--- src/rtl/mc_decoder_if.sv ---
// mc_decoder_if: instruction fields toward the decoder and unconditioned control strobes back to the datapath.
interface mc_decoder_if #(parameter int ALUCW = 3);
    logic [1:0]       Op;
    logic [5:0]       Funct;
    logic [3:0]       Rd;
    logic [3:0]       Mul;
    logic             IRWrite, AdrSrc, NextPC, PCS, RegW, MemW, NoWrite, ALUSrcA, Busy;
    logic [1:0]       ALUSrcB, ResultSrc, ImmSrc, RegSrc, FlagW;
    logic [ALUCW-1:0] ALUControl;
    modport master (
        output Op, Funct, Rd, Mul,
        input  IRWrite, AdrSrc, NextPC, PCS, RegW, MemW, NoWrite, ALUSrcA, Busy,
        input  ALUSrcB, ResultSrc, ImmSrc, RegSrc, FlagW, ALUControl
    );
    modport slave (
        input  Op, Funct, Rd, Mul,
        output IRWrite, AdrSrc, NextPC, PCS, RegW, MemW, NoWrite, ALUSrcA, Busy,
        output ALUSrcB, ResultSrc, ImmSrc, RegSrc, FlagW, ALUControl
    );
endinterface

--- src/rtl/mc_decoder.sv ---
// mc_decoder: multicycle control FSM with ALU decode and a MUL occupancy counter.
module mc_decoder #(
    parameter int MUL_CYCLES = 4,
    parameter int ALUCW      = 3
) (
    input  logic         clk,
    input  logic         reset,
    mc_decoder_if.slave  bus
);
    typedef enum logic [3:0] {
        FETCH, DECODE, MEMADR, MEMRD, MEMWB, MEMWR, EXECR, EXECI, MULWAIT, ALUWB, BRANCH
    } state_t;
    state_t     state_q, state_d;
    logic [3:0] cnt_q, cnt_d;
    logic [2:0] alu;
    logic       nowr, dec_act, is_mul, last_exec, regw;
    assign dec_act = state_q inside {EXECR, EXECI, MULWAIT};
    assign is_mul  = (bus.Funct[4:1] == 4'b0000) && (bus.Mul == 4'b1001);
    always_comb begin
        alu  = 3'b000;
        nowr = 1'b0;
        if (dec_act)
            case (bus.Funct[4:1])
                4'b0100: alu = 3'b000;
                4'b0010: alu = 3'b001;
                4'b0000: alu = bus.Mul[3] ? 3'b100 : 3'b010;
                4'b1100: alu = 3'b011;
                4'b1010: begin alu = 3'b001; nowr = 1'b1; end
                4'b0111: alu = 3'b110;
                4'b1101: alu = 3'b101;
                default: nowr = 1'b1;
            endcase
    end
    always_comb begin
        state_d       = state_q;
        cnt_d         = cnt_q;
        last_exec     = 1'b0;
        regw          = 1'b0;
        bus.IRWrite   = 1'b0;
        bus.NextPC    = 1'b0;
        bus.AdrSrc    = 1'b0;
        bus.MemW      = 1'b0;
        bus.ALUSrcA   = 1'b0;
        bus.ALUSrcB   = 2'b00;
        bus.ResultSrc = 2'b00;
        case (state_q)
            FETCH: begin
                bus.IRWrite   = 1'b1;
                bus.NextPC    = 1'b1;
                bus.ALUSrcA   = 1'b1;
                bus.ALUSrcB   = 2'b10;
                bus.ResultSrc = 2'b10;
                state_d       = DECODE;
            end
            DECODE: begin
                bus.ALUSrcA   = 1'b1;
                bus.ALUSrcB   = 2'b10;
                bus.ResultSrc = 2'b10;
                state_d = bus.Op == 2'b01 ? MEMADR :
                          bus.Op == 2'b00 ? (bus.Funct[5] ? EXECI : EXECR) :
                          bus.Op == 2'b10 ? BRANCH : FETCH;
            end
            MEMADR: begin
                bus.ALUSrcB = 2'b01;
                state_d     = bus.Funct[0] ? MEMRD : MEMWR;
            end
            MEMRD: begin
                bus.AdrSrc = 1'b1;
                state_d    = MEMWB;
            end
            MEMWB: begin
                bus.ResultSrc = 2'b01;
                regw          = 1'b1;
                state_d       = FETCH;
            end
            MEMWR: begin
                bus.AdrSrc = 1'b1;
                bus.MemW   = 1'b1;
                state_d    = FETCH;
            end
            EXECR:
                // Counter is preloaded so EXECR plus the MULWAIT cycles total MUL_CYCLES.
                if (is_mul && MUL_CYCLES > 1) begin
                    state_d = MULWAIT;
                    cnt_d   = 4'(MUL_CYCLES - 2);
                end else begin
                    last_exec = 1'b1;
                    state_d   = nowr ? FETCH : ALUWB;
                end
            EXECI: begin
                bus.ALUSrcB = 2'b01;
                last_exec   = 1'b1;
                state_d     = nowr ? FETCH : ALUWB;
            end
            MULWAIT:
                if (cnt_q == 4'd0) begin
                    last_exec = 1'b1;
                    state_d   = ALUWB;
                end else
                    cnt_d = cnt_q - 4'd1;
            ALUWB: begin
                regw    = 1'b1;
                state_d = FETCH;
            end
            BRANCH: begin
                bus.ALUSrcB   = 2'b01;
                bus.ResultSrc = 2'b10;
                state_d       = FETCH;
            end
            default: state_d = FETCH;
        endcase
    end
    always_ff @(posedge clk or negedge reset)
        if (!reset) begin
            state_q <= FETCH;
            cnt_q   <= 4'd0;
        end else begin
            state_q <= state_d;
            cnt_q   <= cnt_d;
        end
    assign bus.RegW       = regw;
    assign bus.NoWrite    = nowr;
    assign bus.ALUControl = ALUCW'(alu);
    assign bus.FlagW      = last_exec ? {bus.Funct[0], bus.Funct[0] & (alu[2:1] == 2'b00)} : 2'b00;
    assign bus.PCS        = ((bus.Rd == 4'hF) & regw) | (state_q == BRANCH);
    assign bus.Busy       = state_q != FETCH;
    assign bus.ImmSrc     = bus.Op == 2'b11 ? 2'b00 : bus.Op;
    assign bus.RegSrc     = bus.Op == 2'b01 ? (bus.Funct[0] ? 2'b00 : 2'b10) :
                            bus.Op == 2'b10 ? 2'b01 : 2'b00;
endmodule

--- src/flat_wrapper.sv ---
// flat-port wrapper written by rule: the top's interface ports become plain ports
module mc_decoder_flat 
#(
    parameter int MUL_CYCLES = 4,
    parameter int ALUCW      = 3
)
  (clk, reset, bus_Op, bus_Funct, bus_Rd, bus_Mul, bus_IRWrite, bus_AdrSrc, bus_NextPC, bus_PCS, bus_RegW, bus_MemW, bus_NoWrite, bus_ALUSrcA, bus_Busy, bus_ALUSrcB, bus_ResultSrc, bus_ImmSrc, bus_RegSrc, bus_FlagW, bus_ALUControl);
  mc_decoder_if #(.ALUCW(ALUCW)) bus_i ();
  input  logic clk;
  input  logic reset;
  input wire logic [$bits(bus_i.Op)-1:0] bus_Op;
  input wire logic [$bits(bus_i.Funct)-1:0] bus_Funct;
  input wire logic [$bits(bus_i.Rd)-1:0] bus_Rd;
  input wire logic [$bits(bus_i.Mul)-1:0] bus_Mul;
  output wire logic [$bits(bus_i.IRWrite)-1:0] bus_IRWrite;
  output wire logic [$bits(bus_i.AdrSrc)-1:0] bus_AdrSrc;
  output wire logic [$bits(bus_i.NextPC)-1:0] bus_NextPC;
  output wire logic [$bits(bus_i.PCS)-1:0] bus_PCS;
  output wire logic [$bits(bus_i.RegW)-1:0] bus_RegW;
  output wire logic [$bits(bus_i.MemW)-1:0] bus_MemW;
  output wire logic [$bits(bus_i.NoWrite)-1:0] bus_NoWrite;
  output wire logic [$bits(bus_i.ALUSrcA)-1:0] bus_ALUSrcA;
  output wire logic [$bits(bus_i.Busy)-1:0] bus_Busy;
  output wire logic [$bits(bus_i.ALUSrcB)-1:0] bus_ALUSrcB;
  output wire logic [$bits(bus_i.ResultSrc)-1:0] bus_ResultSrc;
  output wire logic [$bits(bus_i.ImmSrc)-1:0] bus_ImmSrc;
  output wire logic [$bits(bus_i.RegSrc)-1:0] bus_RegSrc;
  output wire logic [$bits(bus_i.FlagW)-1:0] bus_FlagW;
  output wire logic [$bits(bus_i.ALUControl)-1:0] bus_ALUControl;
  assign bus_i.Op = bus_Op;
  assign bus_i.Funct = bus_Funct;
  assign bus_i.Rd = bus_Rd;
  assign bus_i.Mul = bus_Mul;
  assign bus_IRWrite = bus_i.IRWrite;
  assign bus_AdrSrc = bus_i.AdrSrc;
  assign bus_NextPC = bus_i.NextPC;
  assign bus_PCS = bus_i.PCS;
  assign bus_RegW = bus_i.RegW;
  assign bus_MemW = bus_i.MemW;
  assign bus_NoWrite = bus_i.NoWrite;
  assign bus_ALUSrcA = bus_i.ALUSrcA;
  assign bus_Busy = bus_i.Busy;
  assign bus_ALUSrcB = bus_i.ALUSrcB;
  assign bus_ResultSrc = bus_i.ResultSrc;
  assign bus_ImmSrc = bus_i.ImmSrc;
  assign bus_RegSrc = bus_i.RegSrc;
  assign bus_FlagW = bus_i.FlagW;
  assign bus_ALUControl = bus_i.ALUControl;
  mc_decoder #(.MUL_CYCLES(MUL_CYCLES), .ALUCW(ALUCW)) u_core (.clk(clk), .reset(reset), .bus(bus_i));
endmodule
--- config.mk ---
export PLATFORM = sky130hd
export DESIGN_NAME = mc_decoder_flat
export DESIGN_NICKNAME = d
export VERILOG_FILES = /design/src/rtl/mc_decoder_if.sv /design/src/rtl/mc_decoder.sv /design/src/flat_wrapper.sv
export SDC_FILE = /design/constraint.sdc
export NUM_CORES = 1
export LEC_CHECK = 0
export BUFFER_PORTS_ARGS = -buffer_cell sky130_fd_sc_hd__buf_2
export CORE_MARGIN = 2
export CORE_UTILIZATION = 40
export CTS_BUF_LIST = sky130_fd_sc_hd__clkbuf_4 sky130_fd_sc_hd__clkbuf_8 sky130_fd_sc_hd__clkbuf_16
export CTS_CLUSTER_DIAMETER = 100
export DETAILED_ROUTE_END_ITERATION = 10
export PLACE_DENSITY_LB_ADDON = 0.1
export RECOVER_POWER = 25
export SYNTH_ARGS = -nofsm -noshare
export SYNTH_HDL_FRONTEND = slang
export SYNTH_SLANG_ARGS = --single-unit
--- constraint.sdc ---
create_clock -name clk -period 4.64 [get_ports clk]
set_input_delay 0.232 -clock clk [delete_from_list [all_inputs] [get_ports clk]]
set_output_delay 0.232 -clock clk [all_outputs]
set_load 0.005 [all_outputs]
; ---- Yosys cells after proc, flatten, opt, wreduce, memory -nomap -nowiden
; Cells that the tools add are included.
[totals]
input_bits = 18
reg_bits = 8
elab_cells = 79
[classes]
n_addsub = 1
muxes = 32
n_bitwise = 3
reduce_logical = 17
n_eq_ne = 24
[ops]
columns = cell, count
row1 = $eq A4 B4 Y1 const B, 8
row2 = $mux W4, 8
row3 = $pmux W4 S7, 1
row4 = $eq A4 B3 Y1 const B, 6
row5 = $pmux W3 S5, 1
row6 = $eq A4 B2 Y1 const B, 3
row7 = $logic_not A4 Y1, 3
row8 = $mux W1, 11
row9 = $mux W3, 3
row10 = $mux W2, 4
row11 = $pmux W2 S2, 2
row12 = $pmux W4 S2, 1
row13 = $reduce_or A2 Y1, 4
row14 = $reduce_or A3 Y1, 2
row15 = $reduce_or A6 Y1, 1
row16 = $eq A2 B2 Y1 const B, 2
row17 = $eq A4 B1 Y1 const B, 1
row18 = $logic_not A2 Y1, 2
row19 = $ne A2 B2 Y1 const B, 2
row20 = $reduce_bool A4 Y1, 1
row21 = $sub A4 B1 Y4 const B, 1
row22 = $pmux W1 S3, 1
row23 = $reduce_and A3 Y1, 1
row24 = $reduce_bool A3 Y1, 1
row25 = other kinds (6), 7

; ---- Logic depth before layout (Yosys ltp)
[logic_depth]
ltp_word = 7
depth_mapped = 6

; ---- Worst setup path before layout
; No wires, ideal clock.
[synth_path]
path_kind = register -> output
startpoint = reg u_core.cnt_q[0]
endpoint = out bus_FlagW[0]
arrival_time_ps = 1457
slack_ps = 2951
n_path_buf = 0
required_time_ps = 4408
path_stages_with_launch = 7
path_cell_list = dfrtp_1 inv_1 ha_1 or3b_4 nor4_1 o21a_1 nor2b_1
[synth_between]
elab_chain_len = 4
[synth_rtl]
columns = element, line
row1 = "start, declared", mc_decoder.sv:14  ; logic [3:0] cnt_q, cnt_d;
row2 = "start signal, assigned", mc_decoder.sv:119  ; cnt_q <= cnt_d;
row3 = $logic_not A4 Y1, mc_decoder.sv:96  ; if (cnt_q == 4'd0) begin
row4 = $mux W1, mc_decoder.sv:96
row5 = $pmux W1 S3, mc_decoder.sv:46  ; case (state_q)
row6 = $mux W2, mc_decoder.sv:124  ; assign bus.FlagW = last_exec ? {bus.Funct[0], bus.Funct[0] & (alu[2:1] == 2'b00)} : 2'b00;
row7 = "end, declared", flat_wrapper.sv:28  ; output wire logic [$bits(bus_i.FlagW)-1:0] bus_FlagW;
; No other way between the ends.

; ---- Worst setup path in the final report
; Ends and elaborated chain as after synthesis.

==> summary.md <==
| Metric | Value |
|---|---|
| Initial antenna violation count | 0 |
| CTS tree | yes |
| Final #Nets | between 150 and 200 |
| Share of post-route cells with drive strength above 1 | 33.6% |
| Yosys reg bits | 8 |
| TritonCTS Buffers | 3 |
| Max FO, Critical Path | 4 |
| Count of hold-fix buffers inserted at cts | 1 |
| Post-Syn Instances | 107 |
| # diodes | 0 |
| Placement Cell Area | 0.00102 mm^2 |
| Final Max Slew Viols | 0 |
| Vias | approximately 910 |
| Commonest non-fill, non-tap cell in the layout | buf_2 |
| Fin worst setup slack | 2.51 ns |
| Max Clk Rate | about 470 MHz |
| WL final | 2.07 mm |
| GRT Overall Usage | 17.8% |
| Power Density | just over 500 mW/mm^2 |
| # rows | 16 |
| Mapped Area | 853 um^2 |
| Fraction of synthesized area in multiplexers | ~1.3% |
| Die W | 50.2 um |
| Minimum clock period | 2.13 ns |
| Post-synthesis sequential area ratio | 23.5% |
| XOR/XNOR Fraction of Synth Area | under 10% |
| Worst path required time | 4.41 ns |
| Clock Sinks | 8 |
| Vias in the first global route | 838 |
| Global route overflow | 0 |
| Endpoints failing hold | 0 |
| Max stage delay cell, worst path | dfrtp_1 |
| Slew HR | 64.7% |
| Final period util | 45.8% |
| Insertion delay to the later sink of the worst-skew pair | around 0.26 ns |
| Number of remaining DRC errors | 0 |
| Top cell type by total area after synthesis | dfrtp_1 |
| Maximum vdd drop | 0.000281 V |
| Post-Synth Simple-Gate Area | 39.6% |
| Core Region | 0.00198 mm^2 |
| Die area | 0.00252 mm^2 |
| Distinct cells, synth | 40 |
| Critical path capture point type | primary output |
| YS warnings | 0 |
| Worst slack, placed | 2.79 ns |
| Status | completed |
| Synth Area in Adders | 2.93% |
| Starting Density | 43.1% |
| DR vias/cell | 5.32 |
| WP data arrival | around 1.9 ns |
| Largest cells by area after synthesis | dfrtp_1, nor2_1, buf_6 |
| Die Ht | 50.2 um |
| Compound-Gate Fraction of Synth Area | 18.8% |
| Crit start category | flip-flop |
| Area growth from synthesis to layout | 22.7% |
| Yosys top cell area share | 23.5% |
| Final ANT Viol Nets | 0 |
| Setup Buffers After CTS | 0 |
| Bufs on Longest Clock Path | 2 |
| Pin count of the biggest net entering global routing | 17 |
| Finished Cell Area | 0.00105 mm^2 |
| Crit path kind | flip-flop to primary output |
| Syn_nets | ~130 |
| # resized after CTS | 0 |
| WL/cell | between 10 and 15 um |
| Root Driver | clkbuf_4 |
| Drt pass-1 iters | 4 |
| First-pass GRT wire length | 3.46 mm |
| Unrepaired setup endpoints after global routing | false |
| Setup TNS | 0 ns |
| Mean Syn Cell Area | 7.97 um^2 |
| Commonest cells after routing, fill and taps aside | buf_2, nor2_1, dfrtp_1 |
| Num ports | 40 |
| Largest family of logic cells by synthesized area | simple AND/OR/NAND/NOR gates |
| # port buffers | 39 |
| Worst-Margin Slew | 0.529 ns |
| Iter 0 DRT Violations | 20 |
| Leak | between 0.4 and 0.5 nW |
| Worst Skew | 0.00286 ns |
| Crit-path max cell delay | roughly 0.40 ns |
| Endpoints failing setup | 0 |
| Max_cap viols | 0 |
| Max H-tree Level | 1 |
| GPL Wtd Cong | 0.792 |
| Critical Path, Cell by Cell | inv_1 > ha_1 > or3b_4 > nor4_1 > o21a_1 > nor2b_1 > buf_2 |
| HPWL Detailed | roughly 1.7 mm |
| HP Class | input pin to flip-flop |
| Clock-pin slew on the worst setup and hold paths | 0.05 ns |
## final cells by class
class / instances / area [um^2]
sequential: 8 / 200
inverter: 5 / 18.8
tap: 27 / 33.8
fill: 201 / 935
timing repair buffer: 40 / 203
clock buffer: 3 / 22.5
multi-input combinational: 87 / 569
## registers in the layout (all words and copies together) (netlist names)
| signal | cells |
|---|---|
| u_core.cnt_q | 4 |
| u_core.state_q | 4 |
## worst paths after layout
path,start,endpoint,slack (ns),cells after the start
setup / recovery,u_core.cnt_q[0]$_DFFE_PN0P_,bus_FlagW[0],2.51,7
hold / removal,bus_Funct[0],u_core.state_q[2]$_DFFE_PN0P_,0.36,3
setup reg to reg,u_core.state_q[2]$_DFFE_PN0P_,u_core.cnt_q[1]$_DFFE_PN0P_,2.86,4
hold reg to reg,u_core.cnt_q[1]$_DFFE_PN0P_,u_core.cnt_q[1]$_DFFE_PN0P_,0.52,1
max in group asynchronous,reset,u_core.cnt_q[1]$_DFFE_PN0P_,3.93,2
min in group asynchronous,reset,u_core.state_q[2]$_DFFE_PN0P_,0.42,2
## metrics by stage
stage                     std cells  hold WS, ns  util (%)  power (W)
after global placement          166       0.0788      51.3   0.000470
after detailed placement        166       0.0829      51.3   0.000478
after floorplan                 107      -0.0636         -   0.000398
after global routing            170        0.364      52.8   0.000588
final                           170        0.356      52.8   0.000530
after CTS                       170        0.336      53.0   0.000536
## layer usage
metal / global-route usage [%] / vias up / wire length, um
met3: 5.36 / 4 / 149
met4: 4.17 / 0 / 14
met2: 30.5 / 32 / 1010
met1: 21.7 / 414 / 891
li1: - / 455 / -
met5: 0 / - / 0
## cell families after synthesis
family / Yosys count
AND/OR/NAND/NOR: 56
XOR/XNOR: 4
multiplexers: 1
adder cells (fa/ha/maj): 2
buffers and inverters: 12
AO/OA/AOI/OAI: 24
flip-flops: 8
## report_power, final
part	switching, W	internal, W	total, W	leakage (nW)
clock network	0.0000242	0.0000296	0.0000538	0.0138
registers	0.0000728	0.000103	0.000175	0.0985
logic	0.000149	0.000152	0.000301	0.387
total	0.000246	0.000284	0.000530	0.499
## critical path, delay by kind of cell (launching register included)
kind            cells  cell delay [ns]
compound gates      1             0.19
fa+ha+maj           1             0.14
buf+inv             2             0.20
flops               1             0.40
simple gates        3             0.71
## synth_stat cells, drive strengths merged
cell / count
o211ai: 1
nand4: 2
o21ba: 1
nand2b: 3
xnor2: 3
nor4: 2
nor4b: 2
ha: 2
buf: 7
a32oi: 1
a21o: 1
or3b: 1
a221oi: 1
a21oi: 6
nor2: 15
nand4b: 1
o21ai: 6
dfrtp: 8
xor2: 1
o21a: 1
o211a: 1
inv: 5
or3: 2
nor3: 7
a31o: 1
and2: 2
mux2: 1
a31oi: 1
a211o: 1
nor2b: 6
a311oi: 1
nand3: 5
nand2: 7
and3b: 1
a22oi: 1
(Power assumes the default switching activity.)
